--- config.mk ---
export PLATFORM = sky130hd
export DESIGN_NAME = elevator_scheduler_flat
export DESIGN_NICKNAME = d
export VERILOG_FILES = /design/src/rtl/elevator_pkg.sv /design/src/rtl/elevator_scheduler_if.sv /design/src/rtl/elevator_tick_timer.sv /design/src/rtl/elevator_scheduler.sv /design/src/flat_wrapper.sv
export SDC_FILE = /design/constraint.sdc
export NUM_CORES = 1
export LEC_CHECK = 0
export CORE_UTILIZATION = 45
export CTS_CLUSTER_SIZE = 10
export DETAILED_ROUTE_END_ITERATION = 8
export PLACE_DENSITY = 0.68
export SYNTH_ARGS = -nofsm -noshare
export SYNTH_HDL_FRONTEND = slang
export SYNTH_HIERARCHICAL = 1
export SYNTH_SLANG_ARGS = --single-unit
--- constraint.sdc ---
create_clock -name clk -period 2.9 [get_ports clk]
set_input_delay 0.58 -clock clk [delete_from_list [all_inputs] [get_ports clk]]
set_output_delay 0.58 -clock clk [all_outputs]
set_load 0.05 [all_outputs]
--- src/rtl/elevator_pkg.sv ---
// elevator_pkg: floor labels, FSM states and the
// floor-to-one-hot decode shared by the elevator blocks.
package elevator_pkg;

  typedef logic [1:0] floor_t;

  localparam floor_t F1 = 2'd0;
  localparam floor_t F2 = 2'd1;
  localparam floor_t F3 = 2'd2;

  typedef enum logic [1:0] {
    IDLE,
    MOVE,
    DOOR
  } state_t;

  function automatic logic [2:0] floor_onehot(floor_t f);
    logic [2:0] oh;
    oh = 3'b000;
    unique case (1'b1)
      (f == F1): oh = 3'b001;
      (f == F2): oh = 3'b010;
      (f == F3): oh = 3'b100;
      default:   oh = 3'b000;
    endcase
    return oh;
  endfunction

endpackage

--- src/rtl/elevator_scheduler_if.sv ---
// elevator_scheduler_if: call buttons in, indicator
// and lamp outputs back to the panel.
interface elevator_scheduler_if;
  import elevator_pkg::*;

  logic [2:0] req;
  logic [2:0] pending;
  floor_t     floor;
  logic [2:0] floor_oh;
  floor_t     goal;
  logic       dir_up;
  logic       moving;
  logic       door_open;

  modport master (
    output req,
    input  pending, floor, floor_oh, goal,
    input  dir_up, moving, door_open
  );

  modport slave (
    input  req,
    output pending, floor, floor_oh, goal,
    output dir_up, moving, door_open
  );

endinterface

--- src/rtl/elevator_tick_timer.sv ---
// elevator_tick_timer: counts 0..TICKS-1 while run is
// high and pulses done on the terminal count.
module elevator_tick_timer #(
  parameter int TICKS = 5
) (
  input  logic clk,
  input  logic rst_n,
  input  logic run,
  input  logic restart,
  output logic done
);

  localparam int W = $clog2(TICKS + 1);
  localparam logic [W-1:0] LAST = W'(TICKS - 1);

  logic [W-1:0] cnt;

  // a restart request beats the terminal count
  assign done = run && !restart && (cnt == LAST);

  // count while running, reload on stop, restart or done
  always_ff @(posedge clk or negedge rst_n) begin
    if (!rst_n) begin
      cnt <= '0;
    end else if (!run || restart || done) begin
      cnt <= '0;
    end else begin
      cnt <= cnt + 1'b1;
    end
  end

endmodule

--- src/rtl/elevator_scheduler.sv ---
// elevator_scheduler: three-floor SCAN controller with
// request latch, travel timer and door dwell timer.
module elevator_scheduler
  import elevator_pkg::*;
#(
  parameter int MOVE_TICKS = 5,
  parameter int DOOR_TICKS = 2
) (
  input logic                 clk,
  input logic                 rst_n,
  elevator_scheduler_if.slave bus
);

  state_t     state, state_n;
  floor_t     floor, floor_n, nf, goal;
  logic       dir_up, dir_n, dir_eff, dir_use;
  logic [2:0] pending, pending_n;
  logic [2:0] clr, mask, here, nf_oh;
  logic [2:0] ahead, behind;
  logic       move_done, door_done, restart;

  function automatic logic [2:0] side(floor_t f, logic up);
    logic [2:0] m;
    m = '0;
    for (int i = 0; i < 3; i++)
      m[i] = up ? (i > int'(f)) : (i < int'(f));
    return m;
  endfunction

  function automatic floor_t nearest(logic [2:0] m,
                                     logic low_first);
    floor_t r;
    r = F1;
    if (low_first) begin
      for (int i = 2; i >= 0; i--)
        if (m[i]) r = floor_t'(i);
    end else begin
      for (int i = 0; i < 3; i++)
        if (m[i]) r = floor_t'(i);
    end
    return r;
  endfunction

  assign here  = floor_onehot(floor);
  assign nf    = dir_up ? floor + 2'd1 : floor - 2'd1;
  assign nf_oh = floor_onehot(nf);

  // direction is clamped at the end floors when idle
  assign dir_eff = (floor == F3) ? 1'b0 :
                   (floor == F1) ? 1'b1 : dir_up;
  assign dir_use = (state == IDLE) ? dir_eff : dir_up;

  assign ahead  = pending & side(floor, dir_use);
  assign behind = pending & side(floor, !dir_use);

  assign goal = (|ahead)  ? nearest(ahead, dir_use)   :
                (|behind) ? nearest(behind, !dir_use) :
                floor;

  assign restart = (state == DOOR) && (|(bus.req & here));

  elevator_tick_timer #(.TICKS(MOVE_TICKS)) u_move (
    .clk     (clk),
    .rst_n   (rst_n),
    .run     (state == MOVE),
    .restart (1'b0),
    .done    (move_done)
  );

  elevator_tick_timer #(.TICKS(DOOR_TICKS)) u_door (
    .clk     (clk),
    .rst_n   (rst_n),
    .run     (state == DOOR),
    .restart (restart),
    .done    (door_done)
  );

  // next state, floor, direction and request latch
  always_comb begin
    state_n = state;
    floor_n = floor;
    dir_n   = dir_up;
    clr     = '0;
    mask    = '0;
    unique case (state)
      IDLE: begin
        dir_n = dir_eff;
        if (|((pending | bus.req) & here)) begin
          state_n = DOOR;
          clr     = here;
        end else if (|ahead) begin
          state_n = MOVE;
        end else if (|behind) begin
          dir_n   = !dir_eff;
          state_n = MOVE;
        end
      end
      MOVE: begin
        if (move_done) begin
          floor_n = nf;
          if (|(pending & nf_oh)) begin
            state_n = DOOR;
            clr     = nf_oh;
          end else if (!(|(pending & side(nf, dir_up)))) begin
            state_n = IDLE;
          end
        end
      end
      DOOR: begin
        mask = here;
        if (door_done) state_n = IDLE;
      end
      default: state_n = IDLE;
    endcase
    pending_n = (pending | (bus.req & ~mask)) & ~clr;
  end

  // state register
  always_ff @(posedge clk or negedge rst_n) begin
    if (!rst_n) begin
      state   <= IDLE;
      floor   <= F1;
      dir_up  <= 1'b1;
      pending <= '0;
    end else begin
      state   <= state_n;
      floor   <= floor_n;
      dir_up  <= dir_n;
      pending <= pending_n;
    end
  end

  assign bus.pending   = pending;
  assign bus.floor     = floor;
  assign bus.floor_oh  = here;
  assign bus.goal      = goal;
  assign bus.dir_up    = dir_up;
  assign bus.moving    = (state == MOVE);
  assign bus.door_open = (state == DOOR);

endmodule
--- src/flat_wrapper.sv ---
// flat-port wrapper written by rule: the top's interface ports become plain ports
module elevator_scheduler_flat import elevator_pkg::*;
#(
  parameter int MOVE_TICKS = 5,
  parameter int DOOR_TICKS = 2
)
  (clk, rst_n, bus_req, bus_pending, bus_floor, bus_floor_oh, bus_goal, bus_dir_up, bus_moving, bus_door_open);
  elevator_scheduler_if bus_i ();
  input logic clk;
  input logic rst_n;
  input wire logic [$bits(bus_i.req)-1:0] bus_req;
  output wire logic [$bits(bus_i.pending)-1:0] bus_pending;
  output wire logic [$bits(bus_i.floor)-1:0] bus_floor;
  output wire logic [$bits(bus_i.floor_oh)-1:0] bus_floor_oh;
  output wire logic [$bits(bus_i.goal)-1:0] bus_goal;
  output wire logic [$bits(bus_i.dir_up)-1:0] bus_dir_up;
  output wire logic [$bits(bus_i.moving)-1:0] bus_moving;
  output wire logic [$bits(bus_i.door_open)-1:0] bus_door_open;
  assign bus_i.req = bus_req;
  assign bus_pending = bus_i.pending;
  assign bus_floor = bus_i.floor;
  assign bus_floor_oh = bus_i.floor_oh;
  assign bus_goal = bus_i.goal;
  assign bus_dir_up = bus_i.dir_up;
  assign bus_moving = bus_i.moving;
  assign bus_door_open = bus_i.door_open;
  elevator_scheduler #(.MOVE_TICKS(MOVE_TICKS), .DOOR_TICKS(DOOR_TICKS)) u_core (.clk(clk), .rst_n(rst_n), .bus(bus_i));
endmodule
==> impl_metrics.yaml, run 1 <==
cts:
  cts_sinks: 13
  htreeDepth: 1
  clk_latency_ps: 280
  numCtsBuffers: 3
  cts_tree: "yes"
  path_clk_slew_ps: 70
  clockBufferDepth: 2
  clock-root-buffer: "clkbuf_4"
setup_path:
  crit_arrival_ps: 2290
  crit_fanout: 4
  crit_required_ps: 2320
  startpoint_type: "register"
  cp-startpoint: "u_core/bus.floor[0]"
  crit_type: "register to primary output"
  timing.rr.start: "u_core/bus.dir_up"
  end_kind: "primary output"
global_routing:
  grt_pass1_vias: 1134
  grt_max_degree: 15
  antenna_found_initial: 0
  grt_pass1_wl_um: 5110
  track_usage: 0.254
  gr-total-overflow: 0
run_status:
  status: "finished, final reports clean"
final_layout:
  n_antenna_cell: 0
  nNetsFinal: 183
  final_common_cell: "nand2_1"
  area_delta_synth_final_pct: 39.0
  final_layout_size_suffix_gt1_frac: 0.325
  regArea_um2: 334
  multiInputGateArea_um2: 900
  fill_cells: 219
  final_cell_mix: "16 x nand2_1, 15 x clkdlybuf4s50_1, 14 x buf_4"
  utilization: 0.660
hold_path:
  min-delay-start: "u_core/u_door/cnt[0]"
  hp-class: "register to register"
die:
  start_util: 0.475
  coreArea_um2: 2480
  io_pins: 18
  die_w_um: 53.1
  dieArea_um2: 2820
  die_y_um: 53.1
  rows: 18
flow_run:
  maxCapViolations: 0
yosys:
  synth-seq-cells: 13
  synthTopCellsByArea: "dfrtp_1 26%, ha_1 8.5%, nand2_1 5.4%, o21ai_0 3.0%, nor2_1 2.9%"
  yosys.area.top_type_share: 0.255
  avgSynthCellArea_um2: 8.46
  syn_inst: 139
  yosys_warnings: 6
  synth_top_area_cell: "dfrtp_1"
  seq_area_frac_synth: 0.278
  ys_async_sr_fraction: 1.00
  syn_area_um2: 1180
  synthFlopType: "dfrtp_1"
  synth_enable_flop_cells: 0
  synth_cell_types: 55
detailed_routing:
  ant_nets: 0
  firstDrtPassIters: 4
  via_per_inst: 6.11
  num_vias: 1216
  drc: 0
  wirelength_um: 3200
  drt_iter0_drc: 80
  wl_per_cell_um: 16.1
timing:
  clock_skew_ps: 4.19
  slew_headroom: 0.618
  slew_viol_final: 0
  worstMarginPinSlew_ps: 571
  whs_ps: 443
  finalCritPeriodShare: 0.989
  fin_crit_ps: 2870
  hold_violations: 0
  final-setup-viol-count: 0
  rsz0062_at_grt: "yes"
  fin_setup_tns_ps: 0
  fmax_mhz: 349
placed_design:
  post-dp-hpwl_um: 2270
  io_buffers: 17
  place_congestion: 0.891
power:
  powerDensity_nw_per_um2: 877
  vdd_drop_max_mv: 0.538
  p_leak_nw: 0.636
[layer usage]
metal	wire length, um	track usage	part of all wire	up-vias
li1	-	-	-	565
met1	1350	0.323	0.42	574
met2	1550	0.418	0.49	66
met5	0	0	0	-
met4	42	0.0746	0.013	0
met3	252	0.0661	0.079	11
[critical path, stage by stage, from the launching register on]
cell and delay, ps:
dfrtp_4 510, buf_6 140, or3_4 360, o21ai_2 130, o31a_2 190, nand3_2 80, o22a_1 250, o22ai_4 170
buf_6 170
[path summary, 6_finish.rpt]
check | depth (start not counted) | to | slack (ps)
max | 8 | bus_goal[1] | 30
min | 1 | u_core/u_door/cnt[0] | 440
max reg2reg | 6 | u_core/state[1] | 890
min reg2reg | 1 | u_core/u_door/cnt[0] | 440
max in group asynchronous | 1 | u_core/bus.floor[0] | 1800
min in group asynchronous | 1 | u_core/u_move/cnt[2] | 660
[repair_timing]
item / in CTS / in global routing
buffers inserted: 3 / 4
gates resized for setup: 7 / 10
hold buffers: 0 / 0
pin swaps: 3 / 5
endpoints found under the setup margin: 2 / 2
[cell type report]
type | instances | share of cell area
multi-input cells | 111 | 0.550
flip-flops and latches | 13 | 0.204
repair buffers | 33 | 0.184
inverters | 8 | 0.0230
well taps | 30 | 0.0230
clock buffers | 4 | 0.0161
[power by group]
group	switching [mW]	total, mW	leakage, nW	internal, mW
clock	0.0566	0.110	0.0150	0.0534
sequential	0.107	0.337	0.156	0.230
combinational	0.553	0.986	0.465	0.434
total	0.717	1.43	0.636	0.717
[state kept, by name, summed over array words and instances, names as in the netlist]
name and flops:
u_core/bus.pending 3, u_core/u_move/cnt 3, u_core/bus.floor 2, u_core/state 2
u_core/u_door/cnt 2, u_core/bus.dir_up 1
[synthesized netlist by cell type, types with 2 or more instances]
library cell / number
a21oi_1: 5
a31oi_1: 4
a32o_1: 2
and2_1: 2
and3_1: 3
buf_2: 6
dfrtp_1: 12
ha_1: 8
inv_1: 8
nand2_1: 17
nand2b_1: 4
nand3_1: 3
nor2_1: 9
nor3b_1: 2
nor4b_1: 2
o21a_1: 2
o21ai_0: 7
o21ai_1: 4
o22ai_1: 2
xnor2_1: 2
[cell families after synthesis]
family,count (synthesis),share of synthesized area
AO/OA/AOI/OAI,41,0.264
multiplexers,1,0.00957
other,1,0.00319
buffers and inverters,16,0.0606
adder cells (fa/ha/maj),8,0.0851
AND/OR/NAND/NOR,57,0.285
flip-flops,13,0.278
XOR/XNOR,2,0.0149
[per-stage QoR]
stage	setup slack, ps	std cells	total power, mW	instance area (um^2)
after floorplan	-59.6	140	0.981	1270
after global placement	237	188	1.20	1490
after detailed placement	194	188	1.22	1490
after CTS	0.272	195	1.38	1560
after global routing	-43.3	199	1.53	1640
final	32.6	199	1.43	1640
Note: power is estimated with default switching activity, not from simulation.
==> inputs of run 2 (changes only) <==
--- a/config.mk
+++ b/config.mk
@@ -5,10 +5,11 @@
 export SDC_FILE = /design/constraint.sdc
 export NUM_CORES = 1
 export LEC_CHECK = 0
+export ABC_AREA = 1
 export CORE_UTILIZATION = 45
 export CTS_CLUSTER_SIZE = 10
 export DETAILED_ROUTE_END_ITERATION = 8
-export PLACE_DENSITY = 0.68
+export PLACE_DENSITY = 0.69
 export SYNTH_ARGS = -nofsm -noshare
 export SYNTH_HDL_FRONTEND = slang
 export SYNTH_HIERARCHICAL = 1
==> impl_metrics.yaml, run 2 <==
global_routing:
  grt_pass1_vias: 1102
  gr-total-overflow: 0
  grt_max_degree: 14
  track_usage: 0.248
  antenna_found_initial: 0
  grt_pass1_wl_um: 4970
setup_path:
  path_common_cell: "nand2_1"
  timing.rr.start: "u_core/bus.floor[1]"
  cp_cell_sequence: "clkinvlp_4 -> ha_2 -> inv_1 -> nand2_1 -> nand3_1 -> nand3_2 -> o21bai_1 -> o21ai_1 -> nand2_1 -> nand2_1 -> buf_12"
  critical-path-slowest-cell: "dfrtp_2"
  critPathMaxStageDelay_ps: 450
  crit_arrival_ps: 2130
  crit_family: "flip-flops"
  startpoint_type: "register"
  crit_type: "register to primary output"
  worst-path-buf-inv: 3
  r2r_slack_ps: 840
  crit_required_ps: 2320
  r2r-end: "u_core/state[0]"
  reg2regPathDepth: 11
  crit_fanout: 7
  end_kind: "primary output"
flow_run:
  maxCapViolations: 0
die:
  io_pins: 18
  rows: 18
  dieArea_um2: 2800
  die_w_um: 52.9
  die_y_um: 52.9
  coreArea_um2: 2450
  start_util: 0.475
placed_design:
  place_congestion: 0.924
  dpl_cell_area_um2: 1410
  io_buffers: 17
  dp_cells: 219
  post-dp-hpwl_um: 2330
timing:
  worstMarginPinSlew_ps: 608
  slew_headroom: 0.594
  rsz0062_at_grt: "yes"
  slew_viol_final: 0
  fmax_mhz: 369
  fin_crit_ps: 2710
  finalCritPeriodShare: 0.935
  hold_violations: 0
  clock_skew_ps: 4.21
  final-setup-viol-count: 0
final_layout:
  n_antenna_cell: 0
  multiInputGateArea_um2: 732
  stdcell_area_um2: 1440
  reg_top3: "u_core/bus.pending (3), u_core/u_move/cnt (3)"
  final_layout_size_suffix_gt1_frac: 0.181
  regArea_um2: 329
  final_cell_mix: "38 x nand2_1, 23 x inv_1, 18 x nand3_1, 18 x nor2_1, 15 x clkdlybuf4s50_1"
  nNetsFinal: 207
  fin_cells: 223
  fill_cells: 253
  final_common_cell: "nand2_1"
  utilization: 0.586
  area_delta_synth_final_pct: 23.5
detailed_routing:
  num_vias: 1160
  via_per_inst: 5.20
  drt_iter0_drc: 41
  wirelength_um: 2880
  firstDrtPassIters: 4
  wl_per_cell_um: 12.9
  ant_nets: 0
  drc: 0
yosys:
  synthSimpleGateAreaFrac: 0.421
  post-synth-top-count-cell: "nand2_1"
  synth_compound_area_frac: 0.105
  syn_area_um2: 1160
  synth_mux_area_frac: 0
  synth-seq-cells: 13
  synth_top_area_cell: "dfrtp_1"
  synth_cell_types: 24
  ys_async_sr_fraction: 1.00
  avgSynthCellArea_um2: 6.85
  synthTopCellsByCount: "38 x nand2_1, 25 x inv_1, 18 x nand3_1, 18 x nor2_1, 12 x dfrtp_1"
  seq_area_frac_synth: 0.280
  synthFlopType: "dfrtp_1"
  yosys.area_share.adder: 0.0859
  synth_top_family_by_area: "simple AND/OR/NAND/NOR gates"
  synthTopCellsByArea: "dfrtp_1 26%, nand2_1 12%, ha_1 8.6%, inv_1 8.1%, nand3_1 7.7%"
  syn_inst: 170
  synth_enable_flop_cells: 0
  yosys_warnings: 6
  synth-xor-area-share: 0.00752
  yosys.area.top_type_share: 0.258
cts:
  numCtsBuffers: 3
  ctsHoldBuffers: 0
  path_clk_slew_ps: 80
  cts_sinks: 13
  cts_tree: "yes"
  clockBufferDepth: 2
  clock-root-buffer: "clkbuf_4"
  htreeDepth: 1
  clk_latency_ps: 270
hold_path:
  whs_path_depth: 1
  holdPathEnd: "u_core/u_door/cnt[0]"
  hp-class: "register to register"
  min-delay-start: "u_core/u_door/cnt[0]"
power:
  powerDensity_nw_per_um2: 1110
  p_leak_nw: 0.704
  p_total_mw: 1.60
  vdd_drop_max_mv: 0.778
run_status:
  status: "finished, final reports clean"
==> run 2: cell types whose count changed after synthesis, moves of 4 or more <==
cell,before,now
nand2_1,17,38
nand3_2,1,5
inv_1,8,25
nand2_2,0,6
nand3_1,3,18
buf_2,6,0
nor3_1,1,5
nor2_1,9,18
nand2b_1,4,0
inv_2,0,5
a31oi_1,4,0
==> run 2: metrics by stage <==
| step | setup TNS, ps | worst slack (ps) | hold slack [ps] |
|---|---|---|---|
| final | 0 | 190 | 435 |
| after global routing | -4.18 | -4.18 | 459 |
| after CTS | 0 | 122 | 440 |
| after detailed placement | 0 | 465 | 429 |
| after global placement | 0 | 504 | 416 |
| after floorplan | 0 | 59.5 | 284 |
==> run 2: kinds of logic after synthesis <==
logic type                 count (synthesis)
other                                      1
AOI/OAI and AO/OA                         20
adders and majority gates                  8
DFF                                       13
buffers and inverters                     30
and+or+nand+nor                           97
xor gates and xnor gates                   1
==> run 2: how the worst max path moves through the flow <==
stage	start	endpoint	slack [ps]	cells after the start
2_1_floorplan	u_core/bus.floor[1]	bus_goal[0]	60	9
5_1_grt	u_core/bus.floor[1]	bus_goal[0]	-4	11
3_5_place_dp	u_core/bus.floor[1]	bus_goal[1]	460	11
6_report	u_core/bus.floor[1]	bus_goal[0]	190	11
3_3_place_gp	u_core/bus.floor[1]	bus_goal[0]	500	11
4_1_cts	u_core/bus.floor[1]	bus_goal[1]	120	11
==> run 2: area by class of cell <==
type / instances / area share
sequential: 13 / 0.229
inverter: 30 / 0.0809
timing repair buffer: 18 / 0.137
tap: 30 / 0.0261
clock buffer: 4 / 0.0183
multi-input combinational: 128 / 0.509
==> run 2: worst register-to-register path: cells and delay by family, from the launching register on <==
| kind | cells | cell delay [ps] |
|---|---|---|
| adders and majority gates | 1 | 350 |
| buffers and inverters | 2 | 270 |
| DFF | 1 | 450 |
| and+or+nand+nor | 8 | 880 |
==> run 2: what timing repair did <==
action | in CTS | in global routing
resized for setup | 0 | 3
setup endpoints to repair | 0 | 2
setup buffers | 0 | 0
==> run 2: routing by layer <==
| metal | GRT usage | wire length (um) |
|---|---|---|
| met2 | 0.416 | 1480 |
| met4 | 0.0965 | 34 |
| met5 | 0 | 0 |
| met3 | 0.0431 | 201 |
| met1 | 0.315 | 1160 |
==> run 2: power breakdown <==
part / leakage (nW) / total, mW / switching, mW / internal [mW]
sequential: 0.153 / 0.306 / 0.0725 / 0.233
combinational: 0.536 / 1.18 / 0.752 / 0.430
clock: 0.0150 / 0.114 / 0.0606 / 0.0533
==> patch (settings of run 1) <==
Make the reset (`rst_n`) synchronous in 2 clocked blocks.
--- a/src/rtl/elevator_tick_timer.sv
+++ b/src/rtl/elevator_tick_timer.sv
@@ -19,7 +19,7 @@
   assign done = run && !restart && (cnt == LAST);
 
   // count while running, reload on stop, restart or done
-  always_ff @(posedge clk or negedge rst_n) begin
+  always_ff @(posedge clk) begin
     if (!rst_n) begin
       cnt <= '0;
     end else if (!run || restart || done) begin
--- a/src/rtl/elevator_scheduler.sv
+++ b/src/rtl/elevator_scheduler.sv
@@ -116,7 +116,7 @@
   end
 
   // state register
-  always_ff @(posedge clk or negedge rst_n) begin
+  always_ff @(posedge clk) begin
     if (!rst_n) begin
       state   <= IDLE;
       floor   <= F1;
Behaviour: differs if rst_n is asserted again (counterexample within 4 cycles, from zero or initial values and one cycle with rst_n low); with rst_n held inactive, the same outputs for 10 cycles.
==> patch against run 1 <==
Worst hold slack worse by 0.011 ns; final cell count up 3.0%; setup slack better by 0.062 ns; design area down 6.6%; routed wire length down 0.78%; combinational power down 30%; sequential cell count unchanged; count of clock-buffer cells in the layout down 1; area after synthesis down 4.5%; maximum frequency up 2.2%; critical path type unchanged; total power down 25%; first-iteration DRC count down 36%; synthesized cell count up 9.4%.
==> patch: results (changes against run 1) <==
* Starting DRT DRC Count at 51 (-36%)
* Post-synthesis cell type count at 50 (-9.1%)
* First-pass GRT wire length at 5140 microns (+0.67%)
* Placed cell area at 1360 sq um (-8.5%)
* DP HPWL at 2200 microns (-3.2%)
* Sequential area share after synthesis at 0.232 (-0.0460)
* Vias in the first global route at 1137 (+0.26%)
* R2r setup slk at 0.68 ns (-0.21 ns)
* Critical path capture point: bus_goal[0]
* GRT Total Usage at 0.253 (-0.000839)
* Nets at 191 (+4.4%)
* Pre-CTS WS at 0.203 ns (+0.00879 ns)
* Crit path launch: u_core/bus.floor[0]
* WP data arrival at 2.23 ns (-0.06 ns)
* Worst Skew at 0.0100 ns (+0.00581 ns)
* Via density at 6.15 (+0.67%)
* Fraction of layout cells with a size suffix above 1 at 0.237 (-0.0882)
* Max IR drop VDD at 0.590 mV (+9.8%)
* Worst Path Max Fanout at 5 (+1)
* Clock slew at reported path FFs at 0.09 ns (+0.02 ns)
* Dominant synthesized flop cell: dfxtp_1
* Largest net degree at the start of global routing at 19 (+4)
* Top post-synthesis cells by count: nor2_1, dfxtp_1, nand2_1, o21ai_0, inv_1
* Final Critical Period at 2.81 ns (-0.0620 ns)
* Status: complete, no violations
* Reg2reg path depth at 10 (+4)
* GP Congestion at 0.881 (-1.1%)
* Drt wl/cell at 15.5 microns (-3.7%)
* Max transition margin at 0.645 (+0.0271)
* FF-to-FF End: u_core/state[0]
## patch: repair_timing
| item | in CTS | in global routing |
|---|---|---|
| setup buffers | 0 | 6 |
| pin swaps | 0 | 8 |
| gates resized for setup | 4 | 18 |
| gates cloned | 0 | 0 |
| setup endpoints to repair | 2 | 2 |
## patch: logic make-up (layout without fill, tap and decap cells)
kind of cell,after synthesis,count (layout),synth area share
and+or+nand+nor,57,57,0.286
AOI/OAI and AO/OA,51,51,0.296
buffers and inverters,20,44,0.0768
DFF,13,13,0.232
adders and majority gates,8,8,0.0891
other,1,2,0.00334
xor gates and xnor gates,1,1,0.00780
muxes,1,1,0.00891
## patch: report_power, final
part / total (uW) / internal (uW) / switching (uW)
Combinational: 686 / 288 / 399
Clock: 116 / 51.2 / 64.5
Sequential: 266 / 206 / 59.8
Total: 1070 / 545 / 523
## patch: critical path, stage by stage, from the launching register on
cell     delay (ns)
dfxtp_4        0.37
inv_2          0.07
ha_4           0.16
or4b_4         0.49
a21oi_4        0.16
a31oi_4        0.06
and3_4         0.20
a22oi_2        0.19
o21ai_4        0.06
buf_6          0.16
## patch: area by class of cell
| type | count | area [sq um] |
|---|---|---|
| timing repair buffer | 29 | 279 |
| clock inverter | 1 | 5.00 |
| fill | 184 | 748 |
| sequential | 13 | 269 |
| clock buffer | 3 | 22.5 |
| inverter | 11 | 41.3 |
| tap | 28 | 35.0 |
| multi-input combinational | 120 | 876 |
## patch: layer usage
layer | track usage | vias to the layer above | wire, microns
met1 | 0.307 | 591 | 1330
li1 | - | 601 | -
met4 | 0.0631 | 0 | 46
met2 | 0.468 | 61 | 1620
met3 | 0.0263 | 8 | 179
met5 | 0 | - | 0
## patch: worst min path at each step
stage | startpoint | endpoint | slack [ns] | cells past startpoint
finish | u_core/u_door/cnt[0] | u_core/u_door/cnt[0] | 0.43 | 1
global route | u_core/u_door/cnt[0] | u_core/u_door/cnt[0] | 0.45 | 1
CTS | u_core/u_door/cnt[0] | u_core/u_door/cnt[0] | 0.44 | 1
detailed placement | u_core/u_door/cnt[0] | u_core/u_door/cnt[0] | 0.42 | 1
global placement | u_core/u_door/cnt[0] | u_core/u_door/cnt[0] | 0.41 | 1
floorplan | u_core/u_door/cnt[0] | u_core/u_door/cnt[0] | 0.40 | 1
## patch: through the flow
stage	util	total power, uW	cells
after global placement	0.598	840	195
final	0.671	1070	205
after global routing	0.671	1130	205
after CTS	0.616	966	199
after floorplan	-	698	153
after detailed placement	0.598	844	195
